--- src/rtl/gate_vector_sequencer_if.sv ---
// Stimulus/response bundle between the gate vector sequencer and the gate under test.
interface gate_vector_sequencer_if #(
  parameter int ERR_W = 8
);
  logic             start;
  logic             c;
  logic             a;
  logic             b;
  logic             busy;
  logic             done;
  logic             pass;
  logic             mismatch;
  logic [ERR_W-1:0] err_count;
  logic [1:0]       vec_idx;

  // Sequencer side: drives the gate inputs and the run status.
  modport master (
    input  start, c,
    output a, b, busy, done, pass, mismatch, err_count, vec_idx
  );

  // Environment side: requests runs, returns the gate output, observes status.
  modport slave (
    output start, c,
    input  a, b, busy, done, pass, mismatch, err_count, vec_idx
  );
endinterface

--- src/rtl/gate_vector_sequencer.sv ---
// Drives a 2-input gate through all four input vectors, waits a settle time,
// checks the gate output against AND and reports mismatch count and verdict.
module gate_vector_sequencer #(
  parameter int SETTLE_CYCLES = 2,
  parameter int NUM_PASSES    = 1,
  parameter int ERR_W         = 8
) (
  input  logic                    clk,
  input  logic                    rst_n,
  gate_vector_sequencer_if.master bus
);

  localparam logic [2:0] IDLE   = 3'd0;
  localparam logic [2:0] APPLY  = 3'd1;
  localparam logic [2:0] SETTLE = 3'd2;
  localparam logic [2:0] SAMPLE = 3'd3;
  localparam logic [2:0] DONE   = 3'd4;

  localparam int SW = (SETTLE_CYCLES < 1) ? 1 : $clog2(SETTLE_CYCLES + 1);
  localparam int PW = (NUM_PASSES < 2) ? 1 : $clog2(NUM_PASSES);

  logic [2:0]       state_q,      state_d;
  logic [1:0]       vec_idx_q,    vec_idx_d;
  logic [PW-1:0]    pass_cnt_q,   pass_cnt_d;
  logic [SW-1:0]    settle_cnt_q, settle_cnt_d;
  logic             a_q,          a_d;
  logic             b_q,          b_d;
  logic             busy_q,       busy_d;
  logic             done_q,       done_d;
  logic             pass_q,       pass_d;
  logic             mismatch_q,   mismatch_d;
  logic [ERR_W-1:0] err_q,        err_d;
  logic [ERR_W-1:0] err_next;
  logic [ERR_W-1:0] err_inc;
  logic             exp_c;

  // Next-state and output-register logic for the sweep FSM.
  always_comb begin
    state_d      = state_q;
    vec_idx_d    = vec_idx_q;
    pass_cnt_d   = pass_cnt_q;
    settle_cnt_d = settle_cnt_q;
    a_d          = a_q;
    b_d          = b_q;
    busy_d       = busy_q;
    done_d       = done_q;
    pass_d       = pass_q;
    mismatch_d   = 1'b0;
    err_d        = err_q;
    err_next     = err_q;
    exp_c        = a_q & b_q;
    err_inc      = (err_q == '1) ? err_q : err_q + 1'b1;

    case (state_q)
      IDLE, DONE: begin
        if (bus.start) begin
          vec_idx_d  = '0;
          pass_cnt_d = '0;
          err_d      = '0;
          done_d     = 1'b0;
          pass_d     = 1'b0;
          busy_d     = 1'b1;
          state_d    = APPLY;
        end
      end
      APPLY: begin
        a_d          = vec_idx_q[1];
        b_d          = vec_idx_q[0];
        settle_cnt_d = SW'(SETTLE_CYCLES);
        state_d      = (SETTLE_CYCLES > 0) ? SETTLE : SAMPLE;
      end
      SETTLE: begin
        settle_cnt_d = settle_cnt_q - 1'b1;
        if (settle_cnt_q == SW'(1)) state_d = SAMPLE;
      end
      SAMPLE: begin
        // Written as "equal -> match, else mismatch" so an unknown c lands on mismatch.
        if (bus.c == exp_c) begin
          mismatch_d = 1'b0;
        end else begin
          mismatch_d = 1'b1;
          err_next   = err_inc;
        end
        err_d = err_next;
        if (vec_idx_q != 2'd3) begin
          vec_idx_d = vec_idx_q + 2'd1;
          state_d   = APPLY;
        end else if (pass_cnt_q < PW'(NUM_PASSES - 1)) begin
          pass_cnt_d = pass_cnt_q + 1'b1;
          vec_idx_d  = '0;
          state_d    = APPLY;
        end else begin
          done_d  = 1'b1;
          busy_d  = 1'b0;
          a_d     = 1'b0;
          b_d     = 1'b0;
          pass_d  = (err_next == '0);
          state_d = DONE;
        end
      end
      default: state_d = IDLE;
    endcase
  end

  // State and output registers, cleared asynchronously.
  always_ff @(posedge clk or negedge rst_n) begin
    if (!rst_n) begin
      state_q      <= IDLE;
      vec_idx_q    <= '0;
      pass_cnt_q   <= '0;
      settle_cnt_q <= '0;
      a_q          <= 1'b0;
      b_q          <= 1'b0;
      busy_q       <= 1'b0;
      done_q       <= 1'b0;
      pass_q       <= 1'b0;
      mismatch_q   <= 1'b0;
      err_q        <= '0;
    end else begin
      state_q      <= state_d;
      vec_idx_q    <= vec_idx_d;
      pass_cnt_q   <= pass_cnt_d;
      settle_cnt_q <= settle_cnt_d;
      a_q          <= a_d;
      b_q          <= b_d;
      busy_q       <= busy_d;
      done_q       <= done_d;
      pass_q       <= pass_d;
      mismatch_q   <= mismatch_d;
      err_q        <= err_d;
    end
  end

  assign bus.a         = a_q;
  assign bus.b         = b_q;
  assign bus.busy      = busy_q;
  assign bus.done      = done_q;
  assign bus.pass      = pass_q;
  assign bus.mismatch  = mismatch_q;
  assign bus.err_count = err_q;
  assign bus.vec_idx   = vec_idx_q;

endmodule

--- src/flat_wrapper.sv ---
// flat-port wrapper written by rule: the top's interface ports become plain ports
module gate_vector_sequencer_flat 
#(
  parameter int SETTLE_CYCLES = 2,
  parameter int NUM_PASSES    = 1,
  parameter int ERR_W         = 8
)
  (clk, rst_n, bus_start, bus_c, bus_a, bus_b, bus_busy, bus_done, bus_pass, bus_mismatch, bus_err_count, bus_vec_idx);
  gate_vector_sequencer_if #(.ERR_W(ERR_W)) bus_i ();
  input  logic clk;
  input  logic rst_n;
  input wire logic [$bits(bus_i.start)-1:0] bus_start;
  input wire logic [$bits(bus_i.c)-1:0] bus_c;
  output wire logic [$bits(bus_i.a)-1:0] bus_a;
  output wire logic [$bits(bus_i.b)-1:0] bus_b;
  output wire logic [$bits(bus_i.busy)-1:0] bus_busy;
  output wire logic [$bits(bus_i.done)-1:0] bus_done;
  output wire logic [$bits(bus_i.pass)-1:0] bus_pass;
  output wire logic [$bits(bus_i.mismatch)-1:0] bus_mismatch;
  output wire logic [$bits(bus_i.err_count)-1:0] bus_err_count;
  output wire logic [$bits(bus_i.vec_idx)-1:0] bus_vec_idx;
  assign bus_i.start = bus_start;
  assign bus_i.c = bus_c;
  assign bus_a = bus_i.a;
  assign bus_b = bus_i.b;
  assign bus_busy = bus_i.busy;
  assign bus_done = bus_i.done;
  assign bus_pass = bus_i.pass;
  assign bus_mismatch = bus_i.mismatch;
  assign bus_err_count = bus_i.err_count;
  assign bus_vec_idx = bus_i.vec_idx;
  gate_vector_sequencer #(.SETTLE_CYCLES(SETTLE_CYCLES), .NUM_PASSES(NUM_PASSES), .ERR_W(ERR_W)) u_core (.clk(clk), .rst_n(rst_n), .bus(bus_i));
endmodule
--- config.mk ---
export PLATFORM = sky130hd
export DESIGN_NAME = gate_vector_sequencer_flat
export DESIGN_NICKNAME = d
export VERILOG_FILES = /design/src/rtl/gate_vector_sequencer_if.sv /design/src/rtl/gate_vector_sequencer.sv /design/src/flat_wrapper.sv
export SDC_FILE = /design/constraint.sdc
export NUM_CORES = 1
export LEC_CHECK = 0
export CAP_MARGIN = 20
export CORE_MARGIN = 10
export CORE_UTILIZATION = 35
export DETAILED_ROUTE_END_ITERATION = 10
export PLACE_DENSITY = 0.65
export SYNTH_ARGS = -nofsm -noshare
export SYNTH_HDL_FRONTEND = slang
export SYNTH_SLANG_ARGS = --single-unit
--- constraint.sdc ---
create_clock -name clk -period 1.7 [get_ports clk]
set_input_delay 0.255 -clock clk [delete_from_list [all_inputs] [get_ports clk]]
set_output_delay 0.255 -clock clk [all_outputs]
set_load 0.02 [all_outputs]
# After elaboration in Yosys (flattened, before gate mapping)
# Index checks and enable logic that the tools add are counted.
# W data, S select, Z words.
# totals
output_inout_bits	16
ff_bits	22
# op_classes
n_mux	33
n_eq_ne	14
n_reduce_logical	12
n_bitwise	1
order_cmp	1
add_sub_neg	4
# op_table
cell	n
$mux W8	4
$pmux W8 S2	1
$mux W1	12
$mux W3	4
$pmux W1 S2	6
$pmux W3 S4	1
$add A8 B1 Y8 const B	1
$eq A8 B8 Y1 const B	1
$logic_not A8 Y1	1
$ne A2 B2 Y1 const B	4
$pmux W2 S2	2
$reduce_and A4 Y1	2
$eq A3 B2 Y1 const B	2
$mux W2	3
$reduce_and A3 Y1	2
$reduce_bool A2 Y1	3
$ne A2 B1 Y1 const B	2
$reduce_and A2 Y1	2
$eq A3 B1 Y1 const B	1
$eq A3 B3 Y1 const B	1
$logic_not A3 Y1	1
$ne A3 B1 Y1 const B	1
$add A2 B1 Y2 const B	1
$eq A2 B1 Y1 const B	1
6 further kinds	6

# Longest topological paths before layout
# Gate-level depths: netlist of run 1.
# depth
depth_word	8
mapped_depth	7
mapped_depth_nobuf	6

# Worst setup path after synthesis of run 1
# Ideal clock, no wire load.
# synth_path
kind	flip-flop to flip-flop
from	reg u_core.err_q[0], in the netlist u_core.bus.err_count[0]
to	reg u_core.pass_q, in the netlist u_core.bus.pass
setup_ns	0.130
required_ns	1.570
setup_slack_ns	-0.119
n_path_buf	0
stages_incl_launch_ff	7
arrival_time_ns	1.689
cell_sequence	dfrtp_1 > ha_1 > nand3_1 > o32a_4 > and3b_1 > o2111ai_1 > o31ai_2
# synth_via
elab_chain_len	8
# synth_lines
item	line_no	rtl
start: declaration	gate_vector_sequencer.sv:32	logic [ERR_W-1:0] err_q, err_d;
start signal: assignment	gate_vector_sequencer.sv:130	err_q <= err_d;
$add A8 B1 Y8 or $eq A8 B8 Y1 (tied branches)	gate_vector_sequencer.sv:52	err_inc = (err_q == '1) ? err_q : err_q + 1'b1;
$mux W8	gate_vector_sequencer.sv:52	
$mux W8 *	gate_vector_sequencer.sv:78	if (bus.c == exp_c) begin
$mux W8 *	gate_vector_sequencer.sv:54	case (state_q)
$logic_not A8 Y1 *	gate_vector_sequencer.sv:97	pass_d = (err_next == '0);
$mux W1 *	gate_vector_sequencer.sv:88	end else if (pass_cnt_q < PW'(NUM_PASSES - 1)) begin
$mux W1 *	gate_vector_sequencer.sv:85	if (vec_idx_q != 2'd3) begin
$pmux W1 S2 *	gate_vector_sequencer.sv:54	
end signal: assignment	gate_vector_sequencer.sv:128	pass_q <= pass_d;
end: declaration	gate_vector_sequencer.sv:30	logic pass_q, pass_d;
# Mark *: on every way between the ends. The rest lies on a longest branch, timed or not. The select of a mux whose other input is x is not followed.
# A chain may end at the register's enable or synchronous reset.

# Worst setup path after layout of run 1
# Ends and elaborated chain as after synthesis.

==> impl_results.md, run 1 <==
* Worst reg-to-reg path cell count at 6
* Final ANT Viol Nets at 0
* # DRC at 0
* Ant diodes at 0
* Post-Syn Nets at 134
* First-pass GRT wire length at 5.29 mm
* H-tree depth at 1
* Leak at around 0.82 nW
* RSZ-0062 raised after global routing: yes
* Fin area at 1720 um^2
* Initial antenna violation count at 0
* Post-Route WL at 3.23 mm
* Die ar. at 6410 um^2
* Fin util at 50.4%
* CP endpoint kind: flop
* # IOs at 20
* Reg2Reg Capture Point: u_core.bus.pass$_DFFE_PN0P_
* Via count at between 1,000 and 1,500
* Core area at 3420 um^2
* Num CTS Buffers at 3
* Post-detail-place hpwl at 2.40 mm
* Yosys reg bits at 21
* Non-filler instance count after layout at 216
* Area delta synth->final at 36.4%
* Instance count of the mapped netlist at about 130
* R2r setup slk at about 5.6 ps
* Pre-Repair DR Iteration Count at 4
* Crit path arrival time at about 1900 ps
* Sequential area share after synthesis at 41.6%
* Netlist cell types at a little over 50
* Inst Count DP at ~200
* Worst hold path type: in -> async
* 1st-iter DRT viols at 86
* Reg-to-Reg Start: u_core.bus.err_count[0]$_DFFE_PN0P_
* Register area at 533 um^2
* Maximum clock path buffer count at 2
* Worst EP required at a little under 2000 ps
* Pre-CTS WS at -275 ps
* Kind of critical path: reg -> reg
* Slowest CP cell: dfrtp_2
* Avg WL per Cell at 14.9 um
* CP max FO at 4
* GRT Total Usage at 10.2%
* Cell Area, Synth at 1260 um^2
* Worst Tran Pin Value at 316 ps
* DP Area at 1620 um^2
* Peak Freq at 590 MHz
* Endpoints failing setup at 0
* CP Buf/Inv Count at 0
* VDD IR max at 0.000679 V
* # hold bufs at CTS at 0
* Critical path's top delay family: compound AO/OA/AOI/OAI gates
* Final hold vios at 0
* Routed vias/inst at 5.07
* Max-cap violations at 0
* Die X at 80.1 um
* Status: complete, no violations
* Clock latency on the worst-skew pair at 320 ps
* Area of the multi-input gates at ~700 um^2
* Fin nets at 178
* Ys Warns at 0
* Final worst path period need at 1690 ps
* Fill count at between 300 and 400
* Tcrit/Tclk final at 99.7%
* Grt total ovfl at 0
* Clock Tree Root: clkbuf_4
* Worst Slack Setup Final at 5.62 ps
* Async set or reset register ratio after synthesis at 100%
* Die height at 80.1 um
* TritonCTS clock tree: built
* Post-synth EDFFs at 0
* Row cnt at 21
* PwrDens at 1270 nW/um^2
* Vias in the first global route at 1,103
* Largest net degree at the start of global routing at 22
* Fin Clk Skew at between 15 and 20 ps
* Worst path max stage delay at approximately 420 ps
* Post-synth top flop: dfrtp_1
* Final GP Congestion at 0.915
* Setup crit start kind: flop
* Syn_area_per_cell at 9.94 um^2
* Layout cells sized above 1 at 28.8%
* Clock sinks at 21
* Critical-path cell list: ha_4 > nand3_1 > o32a_4 > nor3_4 > o2111ai_2 > o31ai_2
* Slew Viols, Final at 0
* Clk pin slew, worst setup/hold paths at 140 ps
* Starting Density at 37.0%
* Max-slew headroom at 78.7%
* PortBufs at 19
## timing repair
action | 4_1_cts | 5_1_grt
buffers inserted | 2 | 4
gates resized for setup | 5 | 10
endpoints found under the setup margin | 5 | 5
pin swaps | 0 | 4
## through the flow
stage | hold slack (ps) | TNS [ps] | total power [mW]
3_3_place_gp | 499 | -248 | 1.82
6_report | 260 | 0 | 2.19
5_1_grt | 266 | -90.6 | 2.38
4_1_cts | 269 | 0 | 2.14
2_1_floorplan | -40.6 | 0 | 1.45
3_5_place_dp | 529 | -803 | 1.86
## registers in the layout, indices dropped and copies added (netlist names)
| register | flops |
|---|---|
| u_core.bus.a | 1 |
| u_core.bus.b | 1 |
| u_core.bus.busy | 1 |
| u_core.bus.done | 1 |
| u_core.bus.err_count | 8 |
| u_core.bus.mismatch | 1 |
| u_core.bus.pass | 1 |
| u_core.bus.vec_idx | 2 |
| u_core.settle_cnt_q | 2 |
| u_core.state_q | 3 |
## cell families after synthesis
| logic type | count (synthesis) | synth area share [%] |
|---|---|---|
| buffers and inverters | 11 | 5.85 |
| AND/OR/NAND/NOR | 43 | 20.0 |
| XOR/XNOR | 1 | 0.694 |
| multiplexers | 5 | 4.06 |
| adder cells (fa/ha/maj) | 3 | 2.97 |
| AO/OA/AOI/OAI | 43 | 24.8 |
| flip-flops | 21 | 41.6 |
## placed cells by master (no fill, tap or decap), types with 2 or more instances in the layout
| cell type | synthesis | layout |
|---|---|---|
| nor2_1 | 10 | 10 |
| a31oi_1 | 2 | 2 |
| nand3_1 | 3 | 3 |
| ha_1 | 3 | 2 |
| dfrtp_1 | 21 | 15 |
| o2111ai_2 | 0 | 2 |
| dlygate4sd2_1 | 0 | 4 |
| and2_1 | 2 | 2 |
| inv_1 | 6 | 6 |
| buf_4 | 1 | 25 |
| and3_1 | 2 | 2 |
| mux2i_1 | 4 | 4 |
| clkdlybuf4s50_1 | 0 | 13 |
| dlymetal6s2s_1 | 0 | 2 |
| nand2_1 | 8 | 8 |
| o21ai_1 | 3 | 3 |
| clkbuf_4 | 0 | 3 |
| dfrtp_2 | 0 | 6 |
| o22ai_1 | 2 | 2 |
| o21ai_0 | 8 | 8 |
| and4_1 | 2 | 2 |
| nand4_1 | 2 | 2 |
| a21oi_1 | 8 | 8 |
| a22o_1 | 3 | 3 |
| o211ai_1 | 3 | 3 |
## layout make-up
type / count / area share (%)
clock inverters: 1 / 0.291
well taps: 46 / 3.34
clock buffers: 3 / 1.31
repair buffers: 44 / 21.9
flip-flops and latches: 21 / 31.0
inverters: 6 / 1.31
multi-input cells: 95 / 40.8
## routing by layer
| layer | vias to the layer above | global-route usage, % | share of wire, % |
|---|---|---|---|
| li1 | 556 | - | - |
| met4 | 0 | 2.11 | 0.68 |
| met3 | 4 | 3.79 | 5.7 |
| met5 | - | 0 | 0 |
| met1 | 516 | 11.2 | 42 |
| met2 | 19 | 18.4 | 52 |
## worst max-delay path by stage
stage,cells past startpoint,slack (ps),startpoint,to
floorplan,6,30,u_core.bus.err_count[0]$_DFFE_PN0P_,u_core.bus.pass$_DFFE_PN0P_
global placement,6,-140,bus_c,u_core.bus.pass$_DFFE_PN0P_
detailed placement,6,-270,bus_c,u_core.bus.pass$_DFFE_PN0P_
CTS,5,20,u_core.bus.b$_DFFE_PN0P_,u_core.bus.pass$_DFFE_PN0P_
global route,6,-80,u_core.bus.err_count[0]$_DFFE_PN0P_,u_core.bus.pass$_DFFE_PN0P_
finish,6,6,u_core.bus.err_count[0]$_DFFE_PN0P_,u_core.bus.pass$_DFFE_PN0P_
## power by group
| part | internal (mW) | switching (mW) | total, mW |
|---|---|---|---|
| registers | 0.629 | 0.140 | 0.770 |
| clock network | 0.0882 | 0.169 | 0.257 |
| logic | 0.579 | 0.580 | 1.16 |
| total | 1.30 | 0.889 | 2.19 |
## Yosys cell counts (3+ instances only)
| cell | number | area share, % |
|---|---|---|
| a21oi_1 | 8 | 3.2 |
| a22o_1 | 3 | 2.1 |
| dfrtp_1 | 21 | 42 |
| ha_1 | 3 | 3.0 |
| inv_1 | 6 | 1.8 |
| mux2i_1 | 4 | 3.2 |
| nand2_1 | 8 | 2.4 |
| nand3_1 | 3 | 1.2 |
| nor2_1 | 10 | 3.0 |
| o211ai_1 | 3 | 1.8 |
| o21ai_0 | 8 | 3.2 |
| o21ai_1 | 3 | 1.2 |
No activity file was read; power rests on OpenSTA's default activity.
==> run 2, diff against run 1 <==
--- a/config.mk
+++ b/config.mk
@@ -7,9 +7,11 @@
 export LEC_CHECK = 0
 export CAP_MARGIN = 20
 export CORE_MARGIN = 10
-export CORE_UTILIZATION = 35
+export CORE_UTILIZATION = 47
 export DETAILED_ROUTE_END_ITERATION = 10
-export PLACE_DENSITY = 0.65
+export MAX_ROUTING_LAYER = met4
+export PLACE_DENSITY = 0.81
 export SYNTH_ARGS = -nofsm -noshare
 export SYNTH_HDL_FRONTEND = slang
 export SYNTH_SLANG_ARGS = --single-unit
+export TNS_END_PERCENT = 20
==> run 2 against run 1 <==
First-iteration DRC count down 3.5%. Via count is 3.4% higher. Sequential share of layout area up 0.56 points. Flip-flop and latch count stayed put. Clock power is 3% higher. Largest power group unchanged.
==> impl_results.md, run 2 (synthesized netlist as in run 1, its figures left out) <==
* Clk pin slew, worst setup/hold paths at 130 ps
* Tcrit/Tclk final at between 90% and 100%
* Fin Clk Skew at 8.36 ps
* H-tree depth at 1
* Via count at 1,132
* Max-slew headroom at 73.5%
* Status: complete, no violations
* Final ANT Viol Nets at 0
* Worst Slack Setup Final at ~42 ps
* Slowest CP cell: dfrtp_2
* Pre-CTS WS at -290 ps
* Vias in the first global route at between 1,000 and 1,500
* Final worst path period need at roughly 1700 ps
* Starting Density at 50.0%
* RSZ-0062 raised after global routing: yes
* 1st-iter DRT viols at 83
* # DRC at 0
* PortBufs at 19
* Setup crit start kind: flop
* Final GP Congestion at 0.811
* Die height at 71.8 um
* Pre-Repair DR Iteration Count at 4
* Final hold vios at 0
* Die X at 71.8 um
* Post-detail-place hpwl at 2.45 mm
* Inst Count DP at 189
* # IOs at 20
* Worst EP required at 1950 ps
* Clock sinks at 21
* Clock latency on the worst-skew pair at 330 ps
* Total Neg Setup Slack at 0 ps
* Grt total ovfl at 0
* Largest net degree at the start of global routing at 22
* Clock Tree Root: clkbuf_4
* Peak Freq at 603 MHz
* VDD IR max at a little under 0.001 V
* PwrDens at 1270 nW/um^2
* Max-cap violations at 0
* Area delta synth->final at 32.7%
* Critical-path cell list: buf_4 > and2_2 > o211ai_1 > mux2i_1 > o2111ai_2 > o31ai_2
* Core area at 2520 um^2
* Worst reg-to-reg path cell count at 6
* Reg-to-Reg Start: u_core.bus.err_count[1]$_DFFE_PN0P_
* Num CTS Buffers at 3
* Leak at 0.832 nW
* Routed vias/inst at slightly below 6
* Fin nets at 174
* Worst Tran Pin Value at 395 ps
* Worst hold path type: in -> async
* Avg WL per Cell at between 15 and 20 um
* Endpoints failing setup at 0
* Die ar. at 5160 um^2
* Ant diodes at 0
* CP max FO at 5
* Worst path max stage delay at 450 ps
* Layout cells sized above 1 at 26.5%
* Slew Viols, Final at 0
* Post-Route WL at 3.28 mm
* Initial antenna violation count at 0
* Kind of critical path: reg -> reg
* Crit path arrival time at 1910 ps
* First-pass GRT wire length at between 5 and 6 mm
* TritonCTS clock tree: built
* # hold bufs at CTS at 0
* Most common cell after layout, fill and taps aside: buf_4
* Maximum clock path buffer count at 2
* GRT Total Usage at 13.1%
* Row cnt at 18
* Largest register FFs at 8
* CP endpoint kind: flop
* Most frequent cells in the layout: 21 x buf_4, 19 x dfrtp_1, 10 x nor2_1, 10 x clkdlybuf4s50_1
* Origin of the worst setup path: u_core.bus.err_count[1]$_DFFE_PN0P_
* Non-filler instance count after layout at 196
-- run 2: cell count changes in the layout (fill, tap and decap cells not counted), moves of 2 or more --
cell	before	now
dfrtp_1	15	19
dfrtp_2	6	2
clkdlybuf4s50_1	13	10
and2_2	0	2
dlymetal6s2s_1	2	4
buf_4	25	21
-- run 2: worst paths after layout --
check | slack (ps) | endpoint
worst min register to register | 550 | u_core.settle_cnt_q[1]$_DFFE_PN0P_
worst max register to register | 40 | u_core.bus.pass$_DFFE_PN0P_
worst max-delay path | 40 | u_core.bus.pass$_DFFE_PN0P_
worst min-delay path | 250 | u_core.state_q[0]$_DFFE_PN0P_
min in group clk | 550 | u_core.settle_cnt_q[1]$_DFFE_PN0P_
max in group asynchronous | 1210 | u_core.bus.err_count[1]$_DFFE_PN0P_
-- run 2: final cells by class --
class	instances	area, um^2
clock buffer	3	22.5
clock inverter	1	7.51
fill	200	847
inverter	6	22.5
multi-input combinational	95	706
sequential	21	528
tap	30	37.5
timing repair buffer	40	352
-- run 2: power breakdown --
group	internal [mW]	switching (mW)	leakage, nW
clock	0.0902	0.174	0.0139
sequential	0.625	0.150	0.273
combinational	0.519	0.569	0.545
total	1.23	0.893	0.832
-- run 2: through the flow --
step	power (mW)	hold WS [ps]	instance area, um^2	utilization, %
CTS	2.10	250	1610	63.9
global route	2.29	261	1680	66.4
global placement	1.78	496	1590	63.0
detailed placement	1.84	524	1590	63.0
floorplan	1.45	-40.6	1280	-
finish	2.13	253	1680	66.4
-- run 2: timing repair --
action,in CTS,in global routing
pin swaps,0,3
resized for setup,5,10
setup endpoints to repair,6,8
setup buffers,0,3
-- run 2: critical path: cells and delay by family, from the launching register on --
kind	cells	cell delay (ps)
compound gates	3	520
buf+inv	1	160
flops	1	450
mux	1	260
simple gates	1	200
-- run 2: metal layers --
metal	wire, um	track usage (%)	up-vias
met2	1620	21.3	31
met4	102	5.38	0
met3	210	4.82	9
met1	1350	14.1	539
met5	0	-	-
li1	-	-	553
